$ cat config.mk
export PLATFORM = sky130hd
export DESIGN_NAME = router_2_outport_arbiter_flat
export DESIGN_NICKNAME = d
export VERILOG_FILES = /design/src/rtl/router_2_outport_arbiter_if.sv /design/src/rtl/router_2_outport_arbiter.sv /design/src/flat_wrapper.sv
export SDC_FILE = /design/constraint.sdc
export NUM_CORES = 1
export LEC_CHECK = 0
export BUFFER_PORTS_ARGS = -buffer_cell sky130_fd_sc_hd__buf_2
export CORE_MARGIN = 2
export CORE_UTILIZATION = 45
export CTS_CLUSTER_DIAMETER = 200
export DETAILED_ROUTE_END_ITERATION = 12
export PLACE_DENSITY_LB_ADDON = 0.25
export SYNTH_ARGS = -nofsm -noshare
export SYNTH_HDL_FRONTEND = slang
export SYNTH_SLANG_ARGS = --single-unit
$ cat constraint.sdc
create_clock -name clk -period 2.5 [get_ports clk]
set_input_delay 0.375 -clock clk [delete_from_list [all_inputs] [get_ports clk]]
set_output_delay 0.375 -clock clk [all_outputs]
set_load 0.02 [all_outputs]
$ cat src/rtl/router_2_outport_arbiter_if.sv
// Signal bundle between one output-port arbiter and the input FIFOs, flow
// control and crossbar it serves.
interface router_2_outport_arbiter_if;
  // Handshake: a flit moves from input X when Xgrant, Xreq and ready_in are
  // all high in the same cycle; Xpop is exactly that AND and is the FIFO read.
  logic       Lreq;
  logic       Nreq;
  logic       Ereq;
  logic       Ltail;
  logic       Ntail;
  logic       Etail;
  logic       ready_in;
  logic       Lgrant;
  logic       Ngrant;
  logic       Egrant;
  logic       Lpop;
  logic       Npop;
  logic       Epop;
  logic [1:0] sel;
  logic       busy;

  modport master (
    output Lreq, Nreq, Ereq,
    output Ltail, Ntail, Etail,
    output ready_in,
    input  Lgrant, Ngrant, Egrant,
    input  Lpop, Npop, Epop,
    input  sel, busy
  );

  modport slave (
    input  Lreq, Nreq, Ereq,
    input  Ltail, Ntail, Etail,
    input  ready_in,
    output Lgrant, Ngrant, Egrant,
    output Lpop, Npop, Epop,
    output sel, busy
  );
endinterface

$ cat src/rtl/router_2_outport_arbiter.sv
// Round-robin wormhole arbiter sharing one router output port among the
// L, N and E input FIFOs; a grant is held from head flit to tail flit.
module router_2_outport_arbiter #(
  parameter int unsigned INIT_PTR = 0
) (
  input  logic                        clk,
  input  logic                        rst,
  router_2_outport_arbiter_if.slave   port,
  output logic                        dbg_state,
  output logic [1:0]                  dbg_ptr
);

  typedef enum logic {
    ST_IDLE  = 1'b0,
    ST_GRANT = 1'b1
  } state_e;

  localparam logic [1:0] SEL_NONE = 2'b11;
  localparam logic [1:0] PTR_RST  = 2'(INIT_PTR % 3);

  state_e     state_q, state_d;
  logic [2:0] grant_q, grant_d;
  logic [1:0] sel_q, sel_d;
  logic       busy_q, busy_d;
  logic [1:0] ptr_q, ptr_d;

  logic [2:0] req;
  logic [2:0] tail;
  logic [2:0] pop;
  logic       pick_valid;
  logic [1:0] pick_idx;
  logic [2:0] pick_oh;
  logic [2:0] cand_sum;
  logic [1:0] cand;
  logic       xfer;
  logic       xfer_tail;
  logic [1:0] ptr_after;

  // Bit order everywhere: [0] = L, [1] = N, [2] = E.
  assign req  = {port.Ereq,  port.Nreq,  port.Lreq};
  assign tail = {port.Etail, port.Ntail, port.Ltail};

  // First requester at or after ptr in cyclic order L -> N -> E -> L.
  always_comb begin
    pick_valid = 1'b0;
    pick_idx   = ptr_q;
    cand_sum   = '0;
    cand       = '0;
    for (int off = 0; off < 3; off++) begin
      cand_sum = {1'b0, ptr_q} + 3'(off);
      cand     = (cand_sum >= 3'd3) ? 2'(cand_sum - 3'd3) : cand_sum[1:0];
      if (!pick_valid && req[cand]) begin
        pick_valid = 1'b1;
        pick_idx   = cand;
      end
    end
  end

  assign pick_oh = pick_valid ? (3'b001 << pick_idx) : 3'b000;

  assign xfer      = (state_q == ST_GRANT) && (|(grant_q & req)) && port.ready_in;
  assign xfer_tail = xfer && (|(grant_q & tail));
  assign ptr_after = (sel_q == 2'd2) ? 2'd0 : sel_q + 2'd1;

  always_comb begin
    state_d = state_q;
    grant_d = grant_q;
    sel_d   = sel_q;
    busy_d  = busy_q;
    ptr_d   = ptr_q;
    case (state_q)
      ST_IDLE: begin
        if (pick_valid) begin
          state_d = ST_GRANT;
          grant_d = pick_oh;
          sel_d   = pick_idx;
          busy_d  = 1'b1;
        end
      end
      ST_GRANT: begin
        // Only a tail transfer ends the packet; an empty FIFO or stalled
        // downstream just holds the lock.
        if (xfer_tail) begin
          state_d = ST_IDLE;
          grant_d = 3'b000;
          sel_d   = SEL_NONE;
          busy_d  = 1'b0;
          ptr_d   = ptr_after;
        end
      end
    endcase
  end

  always_ff @(posedge clk) begin
    if (!rst) begin
      state_q <= ST_IDLE;
      grant_q <= 3'b000;
      sel_q   <= SEL_NONE;
      busy_q  <= 1'b0;
      ptr_q   <= PTR_RST;
    end else begin
      state_q <= state_d;
      grant_q <= grant_d;
      sel_q   <= sel_d;
      busy_q  <= busy_d;
      ptr_q   <= ptr_d;
    end
  end

  // Pops are the live read-enables; held off while reset is asserted.
  assign pop = grant_q & req & {3{port.ready_in & rst}};

  assign port.Lgrant = grant_q[0];
  assign port.Ngrant = grant_q[1];
  assign port.Egrant = grant_q[2];
  assign port.Lpop   = pop[0];
  assign port.Npop   = pop[1];
  assign port.Epop   = pop[2];
  assign port.sel    = sel_q;
  assign port.busy   = busy_q;

  assign dbg_state = state_q;
  assign dbg_ptr   = ptr_q;

  a_grant_onehot: assert property (@(posedge clk) disable iff (!rst)
    $onehot0(grant_q));

  a_pop_onehot: assert property (@(posedge clk) disable iff (!rst)
    $onehot0(pop));

  a_busy_tracks_grant: assert property (@(posedge clk) disable iff (!rst)
    busy_q == (grant_q != 3'b000));

  a_sel_tracks_grant: assert property (@(posedge clk) disable iff (!rst)
    (grant_q == 3'b000) == (sel_q == SEL_NONE));

  a_ptr_range: assert property (@(posedge clk) disable iff (!rst)
    ptr_q != 2'd3);

  a_hold_until_tail: assert property (@(posedge clk) disable iff (!rst)
    (state_q == ST_GRANT && !xfer_tail) |=> (grant_q == $past(grant_q)));

endmodule

$ cat src/flat_wrapper.sv
// flat-port wrapper written by rule: the top's interface ports become plain ports
module router_2_outport_arbiter_flat 
#(
  parameter int unsigned INIT_PTR = 0
)
  (clk, rst, dbg_state, dbg_ptr, port_Lreq, port_Nreq, port_Ereq, port_Ltail, port_Ntail, port_Etail, port_ready_in, port_Lgrant, port_Ngrant, port_Egrant, port_Lpop, port_Npop, port_Epop, port_sel, port_busy);
  router_2_outport_arbiter_if port_i ();
  input  logic clk;
  input  logic rst;
  output logic dbg_state;
  output logic [1:0] dbg_ptr;
  input wire logic [$bits(port_i.Lreq)-1:0] port_Lreq;
  input wire logic [$bits(port_i.Nreq)-1:0] port_Nreq;
  input wire logic [$bits(port_i.Ereq)-1:0] port_Ereq;
  input wire logic [$bits(port_i.Ltail)-1:0] port_Ltail;
  input wire logic [$bits(port_i.Ntail)-1:0] port_Ntail;
  input wire logic [$bits(port_i.Etail)-1:0] port_Etail;
  input wire logic [$bits(port_i.ready_in)-1:0] port_ready_in;
  output wire logic [$bits(port_i.Lgrant)-1:0] port_Lgrant;
  output wire logic [$bits(port_i.Ngrant)-1:0] port_Ngrant;
  output wire logic [$bits(port_i.Egrant)-1:0] port_Egrant;
  output wire logic [$bits(port_i.Lpop)-1:0] port_Lpop;
  output wire logic [$bits(port_i.Npop)-1:0] port_Npop;
  output wire logic [$bits(port_i.Epop)-1:0] port_Epop;
  output wire logic [$bits(port_i.sel)-1:0] port_sel;
  output wire logic [$bits(port_i.busy)-1:0] port_busy;
  assign port_i.Lreq = port_Lreq;
  assign port_i.Nreq = port_Nreq;
  assign port_i.Ereq = port_Ereq;
  assign port_i.Ltail = port_Ltail;
  assign port_i.Ntail = port_Ntail;
  assign port_i.Etail = port_Etail;
  assign port_i.ready_in = port_ready_in;
  assign port_Lgrant = port_i.Lgrant;
  assign port_Ngrant = port_i.Ngrant;
  assign port_Egrant = port_i.Egrant;
  assign port_Lpop = port_i.Lpop;
  assign port_Npop = port_i.Npop;
  assign port_Epop = port_i.Epop;
  assign port_sel = port_i.sel;
  assign port_busy = port_i.busy;
  router_2_outport_arbiter #(.INIT_PTR(INIT_PTR)) u_core (.clk(clk), .rst(rst), .port(port_i), .dbg_state(dbg_state), .dbg_ptr(dbg_ptr));
endmodule
==> impl_metrics.py, run 1 <==
metrics = {
    "run_status": {
        "outcome": "complete, no violations",
    },
    "routing": {
        "vias_per_cell": 5.78,
        "drtPass1Iterations": 4,
        "initialDrtViolationCount": 16,
        "vias": 705,
        "route.detailed.drc": 0,
        "routed_wl_um": 1620,
        "ant_nets": 0,
        "topRoutingLayerUsed": "met4",
        "wl_per_cell_um": 13.2,
        "wl_met2_um": 775,
        "wl_met3_um": 61,
        "wl_met1_um": 761,
    },
    "clock_tree": {
        "insertion_delay_ns": 0.26,
        "cts_root_buffer": "clkbuf_4",
        "h-tree-depth": 1,
        "post-cts-setup-buffers": 0,
        "clk_pin_slew_worst_paths_ns": 0.06,
        "cts_max_path_buffers": 2,
        "cts_buffers": 3,
        "clkSinkCount": 9,
        "cts_tree": "done",
        "holdBufCountCts": 0,
        "ctsResizeCount": 0,
    },
    "timing": {
        "max_freq_mhz": 460,
        "clock_skew_ns": 0.00289,
        "relSlewSlack_pct": 73.3,
        "hold_violations": 0,
        "finalCritPeriodShare_pct": 86.9,
        "fin_setup_tns_ns": 0,
        "rsz0062_at_grt": "false",
        "tightest_slew_ns": 0.399,
        "post-route-min-period_ns": 2.17,
        "setup_viol": 0,
        "final_max_slew_viol_count": 0,
    },
    "synth": {
        "synthArstFlopShare_pct": 0,
        "syn-cell-area_um2": 694,
        "synthesis.nets": 97,
        "synth_flop_cell": "dfxtp_1",
        "ys_ff_latch": 9,
        "synthSimpleGateAreaFrac_pct": 30.1,
        "seq_area_frac_synth_pct": 25.9,
        "synth_edf_count": 0,
        "synth_compound_area_share_pct": 30.3,
        "synth_top_family_by_area": "compound AO/OA/AOI/OAI gates",
        "syn_inst": 84,
        "synth_cell_types": 37,
        "yosys_warnings": 0,
        "synth-adder-area-share_pct": 7.21,
        "synth_mux_area_share_pct": 3.42,
        "synth_xor_area_share_pct": 0,
        "avgSynthCellArea_um2": 8.27,
    },
    "final_layout": {
        "final_common_cell": "buf_2",
        "n_antenna_cell": 0,
        "finalNonFillerCells": 122,
        "drive_above_1_share_pct": 28.3,
        "final_cell_mix": "20 x buf_2, 11 x nand2_1, 9 x dfxtp_1, 7 x nor2b_1",
        "final_util_pct": 56.5,
        "syn2layout_area_growth_pct": 19.6,
        "layout.nets": 120,
    },
    "die": {
        "coreArea_um2": 1470,
        "dieArea_um2": 1870,
        "die_h_um": 43.3,
        "pin_count": 21,
        "row_count": 14,
        "start_util_pct": 47.2,
        "fp.dieW_um": 43.3,
    },
    "pwr": {
        "p_leak_nw": 0.332,
        "vdd_drop_max_v": 0.000360,
        "p_per_area_nw_per_um2": 435,
    },
    "run": {
        "max_cap_violations": 0,
    },
    "worst_setup_path": {
        "end_kind": "flip-flop",
        "worstPathArrival_ns": 2.32,
        "start_kind": "flip-flop",
        "cp_max_fo": 9,
        "critPathKind": "reg -> reg",
        "cp.required_ns": 2.65,
    },
    "global_route": {
        "overflow": 0,
        "first_global_vias": 647,
        "grtUsageTotal_pct": 19.9,
        "antenna_found_initial": 0,
        "grt_max_degree": 11,
        "grt_pass1_wl_um": 2840,
    },
    "place": {
        "io_buffers": 20,
        "gp_congestion": 0.812,
        "post-place-cells": 118,
        "hpwlAfterDp_um": 1210,
    },
    "hold_path": {
        "min_path_type": "in -> reg",
    },
}
-- per-layer routing --
layer	track usage, %	vias up
met2	31.0	18
li1	-	360
met5	0	-
met3	3.83	2
met1	25.8	325
met4	9.70	0
-- sequential cells by signal, indices dropped and copies added (netlist names) --
register and flops:
u_core.dbg_ptr 2, u_core.port.sel 2, u_core.dbg_state 1, u_core.port.busy 1, u_core.grant_q 3
-- power by group --
group	leakage (nW)	switching [mW]	total, mW	internal [mW]
Clock	0.0150	0.0482	0.110	0.0613
Sequential	0.0743	0.0113	0.165	0.154
Combinational	0.243	0.0497	0.0866	0.0368
-- path summary, 6_finish.rpt --
kind                            slack (ns)                 end         startpoint  depth (start not counted)
worst max register to register        0.33  u_core.port.sel[0]  u_core.dbg_ptr[0]                          7
worst max-delay path                  0.33  u_core.port.sel[0]  u_core.dbg_ptr[0]                          7
worst min register to register        0.51    u_core.port.busy   u_core.port.busy                          2
worst min-delay path                  0.46   u_core.grant_q[2]                rst                          3
-- synthesized netlist by cell type (2+ instances only) --
master / n / area (µm²)
o21ai_2: 2 / 17.5
o2bb2ai_1: 2 / 17.5
a31oi_1: 2 / 12.5
dfxtp_1: 9 / 180
nand3b_1: 3 / 22.5
buf_2: 2 / 10.0
o21a_1: 2 / 15.0
nor2b_1: 7 / 43.8
nor2_1: 6 / 22.5
a222oi_1: 2 / 20.0
ha_1: 4 / 50.1
nand2_1: 11 / 41.3
inv_1: 3 / 11.3
a21oi_1: 6 / 30.0
-- cells by family after synthesis --
| logic type | count (synthesis) |
|---|---|
| AND/OR/NAND/NOR | 38 |
| AO/OA/AOI/OAI | 26 |
| flip-flops | 9 |
| buffers and inverters | 5 |
| adder cells (fa/ha/maj) | 4 |
| multiplexers | 2 |
-- worst max-delay path: stages (launching register included) --
cell     delay, ns
dfxtp_1       0.43
inv_1         0.10
ha_1          0.40
or2_1         0.27
a32oi_2       0.25
nand2_1       0.11
o311a_1       0.36
o22a_1        0.16
-- per-stage QoR --
step	hold WS, ns	total power, mW	instance area (µm²)	worst slack [ns]
floorplan	0.577	0.225	694	0.335
global placement	0.489	0.253	805	0.394
detailed placement	0.500	0.254	805	0.330
CTS	0.449	0.369	831	0.315
global route	0.455	0.387	831	0.144
finish	0.462	0.361	831	0.328
-- final cells by class --
type,count,area [µm²]
multi-input combinational,70,493
fill,160,641
timing repair buffer,20,100
inverter,3,11.3
clock buffer,4,26.3
tap,16,20.0
sequential,9,180
Power figures use the tool's default switching activity.
==> run 2, diff against run 1 <==
--- a/config.mk
+++ b/config.mk
@@ -5,7 +5,7 @@
 export SDC_FILE = /design/constraint.sdc
 export NUM_CORES = 1
 export LEC_CHECK = 0
-export BUFFER_PORTS_ARGS = -buffer_cell sky130_fd_sc_hd__buf_2
+export BUFFER_PORTS_ARGS = -buffer_cell sky130_fd_sc_hd__buf_4
 export CORE_MARGIN = 2
 export CORE_UTILIZATION = 45
 export CTS_CLUSTER_DIAMETER = 200
==> impl_metrics.py, run 2 (synthesis results as in run 1) <==
metrics = {
    "run_status": {
        "outcome": "complete, no violations",
    },
    "worst_setup_path": {
        "max_stage_delay_ns": 0.49,
        "start_kind": "flip-flop",
        "cp_max_fo": 9,
        "crit_path_start": "u_core.dbg_ptr[0]",
        "end_kind": "flip-flop",
        "r2r_slack_ns": 0.33,
        "reg2reg_from": "u_core.dbg_ptr[0]",
        "path_cells": "inv_1 > ha_1 > nor2b_1 > o21ai_2 > or4b_4 > o2111ai_2 > o31a_1",
        "worstPathArrival_ns": 2.37,
        "critPathKind": "reg -> reg",
        "cp.required_ns": 2.70,
        "cpMaxStageDelayCell": "or4b_4",
    },
    "clock_tree": {
        "insertion_delay_ns": 0.26,
        "cts_max_path_buffers": 2,
        "clk_pin_slew_worst_paths_ns": 0.06,
        "cts_root_buffer": "clkbuf_4",
        "holdBufCountCts": 0,
        "h-tree-depth": 1,
        "clkSinkCount": 9,
        "post-cts-setup-buffers": 0,
        "cts_tree": "done",
        "cts_buffers": 3,
        "ctsResizeCount": 0,
    },
    "pwr": {
        "p_int_mw": 0.262,
        "power_frac_clock_pct": 29.6,
        "total_power_mw": 0.372,
        "p_per_area_nw_per_um2": 422,
        "vdd_drop_max_v": 0.000360,
        "p_leak_nw": 0.343,
        "pwr-share-comb_pct": 25.9,
        "switching_share_pct": 29.6,
        "switchingPower_mw": 0.110,
        "p_seq_share_pct": 44.5,
    },
    "final_layout": {
        "finalNonFillerCells": 122,
        "n_antenna_cell": 0,
        "layout.nets": 120,
        "drive_above_1_share_pct": 28.3,
        "final_cell_mix": "20 x buf_4, 11 x nand2_1, 9 x dfxtp_1, 7 x nor2b_1",
        "num-fill-cells": 147,
        "final_common_cell": "buf_4",
        "largest_reg_flops": 3,
        "syn2layout_area_growth_pct": 26.8,
        "regMostFlops": "u_core.grant_q",
    },
    "timing": {
        "relSlewSlack_pct": 73.4,
        "rsz0062_at_grt": "false",
        "finalCritPeriodShare_pct": 87.0,
        "setup_viol": 0,
        "post-route-min-period_ns": 2.17,
        "hold_violations": 0,
        "max_freq_mhz": 460,
        "final_max_slew_viol_count": 0,
        "clock_skew_ns": 0.00345,
        "fin_setup_tns_ns": 0,
        "tightest_slew_ns": 0.397,
    },
    "routing": {
        "route.detailed.drc": 0,
        "wl_per_cell_um": 13.0,
        "vias": 710,
        "initialDrtViolationCount": 16,
        "routed_wl_um": 1590,
        "ant_nets": 0,
        "drtPass1Iterations": 4,
        "vias_per_cell": 5.82,
    },
    "hold_path": {
        "worstHoldStart": "rst",
        "min_path_type": "in -> reg",
    },
    "place": {
        "gp_congestion": 0.833,
        "post-place-cells": 118,
        "io_buffers": 20,
    },
    "die": {
        "coreArea_um2": 1470,
        "start_util_pct": 47.2,
        "pin_count": 21,
        "row_count": 14,
        "fp.dieW_um": 43.3,
        "die_h_um": 43.3,
        "dieArea_um2": 1870,
    },
    "global_route": {
        "first_global_vias": 636,
        "grtUsageTotal_pct": 19.0,
        "overflow": 0,
        "grt_pass1_wl_um": 2730,
        "grt_max_degree": 11,
        "antenna_found_initial": 0,
    },
    "run": {
        "max_cap_violations": 0,
    },
}
## run 2: routing by layer
layer	routed length, µm	GRT usage [%]	part of all wire [%]	vias to the layer above
li1	-	-	-	355
met1	719	24.8	45	334
met2	773	30.7	49	19
met3	81	3.40	5.1	2
met4	11	7.27	0.69	0
met5	0	0	0	-
## run 2: metrics by stage
step | setup WS, ns | hold WS (ns) | util [%] | area (µm²)
global route | 0.130 | 0.428 | 59.9 | 881
CTS | 0.324 | 0.413 | 59.9 | 881
floorplan | 0.335 | 0.577 | - | 694
finish | 0.325 | 0.425 | 59.9 | 881
global placement | 0.388 | 0.497 | 58.1 | 855
detailed placement | 0.335 | 0.507 | 58.1 | 855
## run 2: final timing paths
path / endpoint / cells past startpoint
worst max register to register: u_core.port.sel[1] / 7
worst min-delay path: u_core.port.busy / 2
worst max-delay path: u_core.port.sel[1] / 7
worst min register to register: u_core.port.busy / 2
## run 2: layout make-up
cell class | count | area, µm² | area share (%)
Inverter | 3 | 11.3 | 1.28
Timing Repair Buffer | 20 | 150 | 17.0
Multi-Input combinational cell | 70 | 493 | 56.0
Tap cell | 16 | 20.0 | 2.27
Sequential cell | 9 | 180 | 20.5
Clock buffer | 4 | 26.3 | 2.98
## run 2: power groups by stage
stage	clock network [mW]	registers (mW)	logic, mW
2_1_floorplan	0	0.179	0.0457
3_3_place_gp	0	0.169	0.0948
3_5_place_dp	0	0.168	0.0960
4_1_cts	0.114	0.165	0.0963
5_1_grt	0.120	0.167	0.105
6_report	0.110	0.166	0.0963
## run 2: worst max-delay path, delay by kind of cell, from the launching register on
| kind | cells | cell delay, ns |
|---|---|---|
| simple gates | 2 | 0.67 |
| compound gates | 3 | 0.52 |
| flops | 1 | 0.44 |
| fa+ha+maj | 1 | 0.39 |
| buf+inv | 1 | 0.10 |
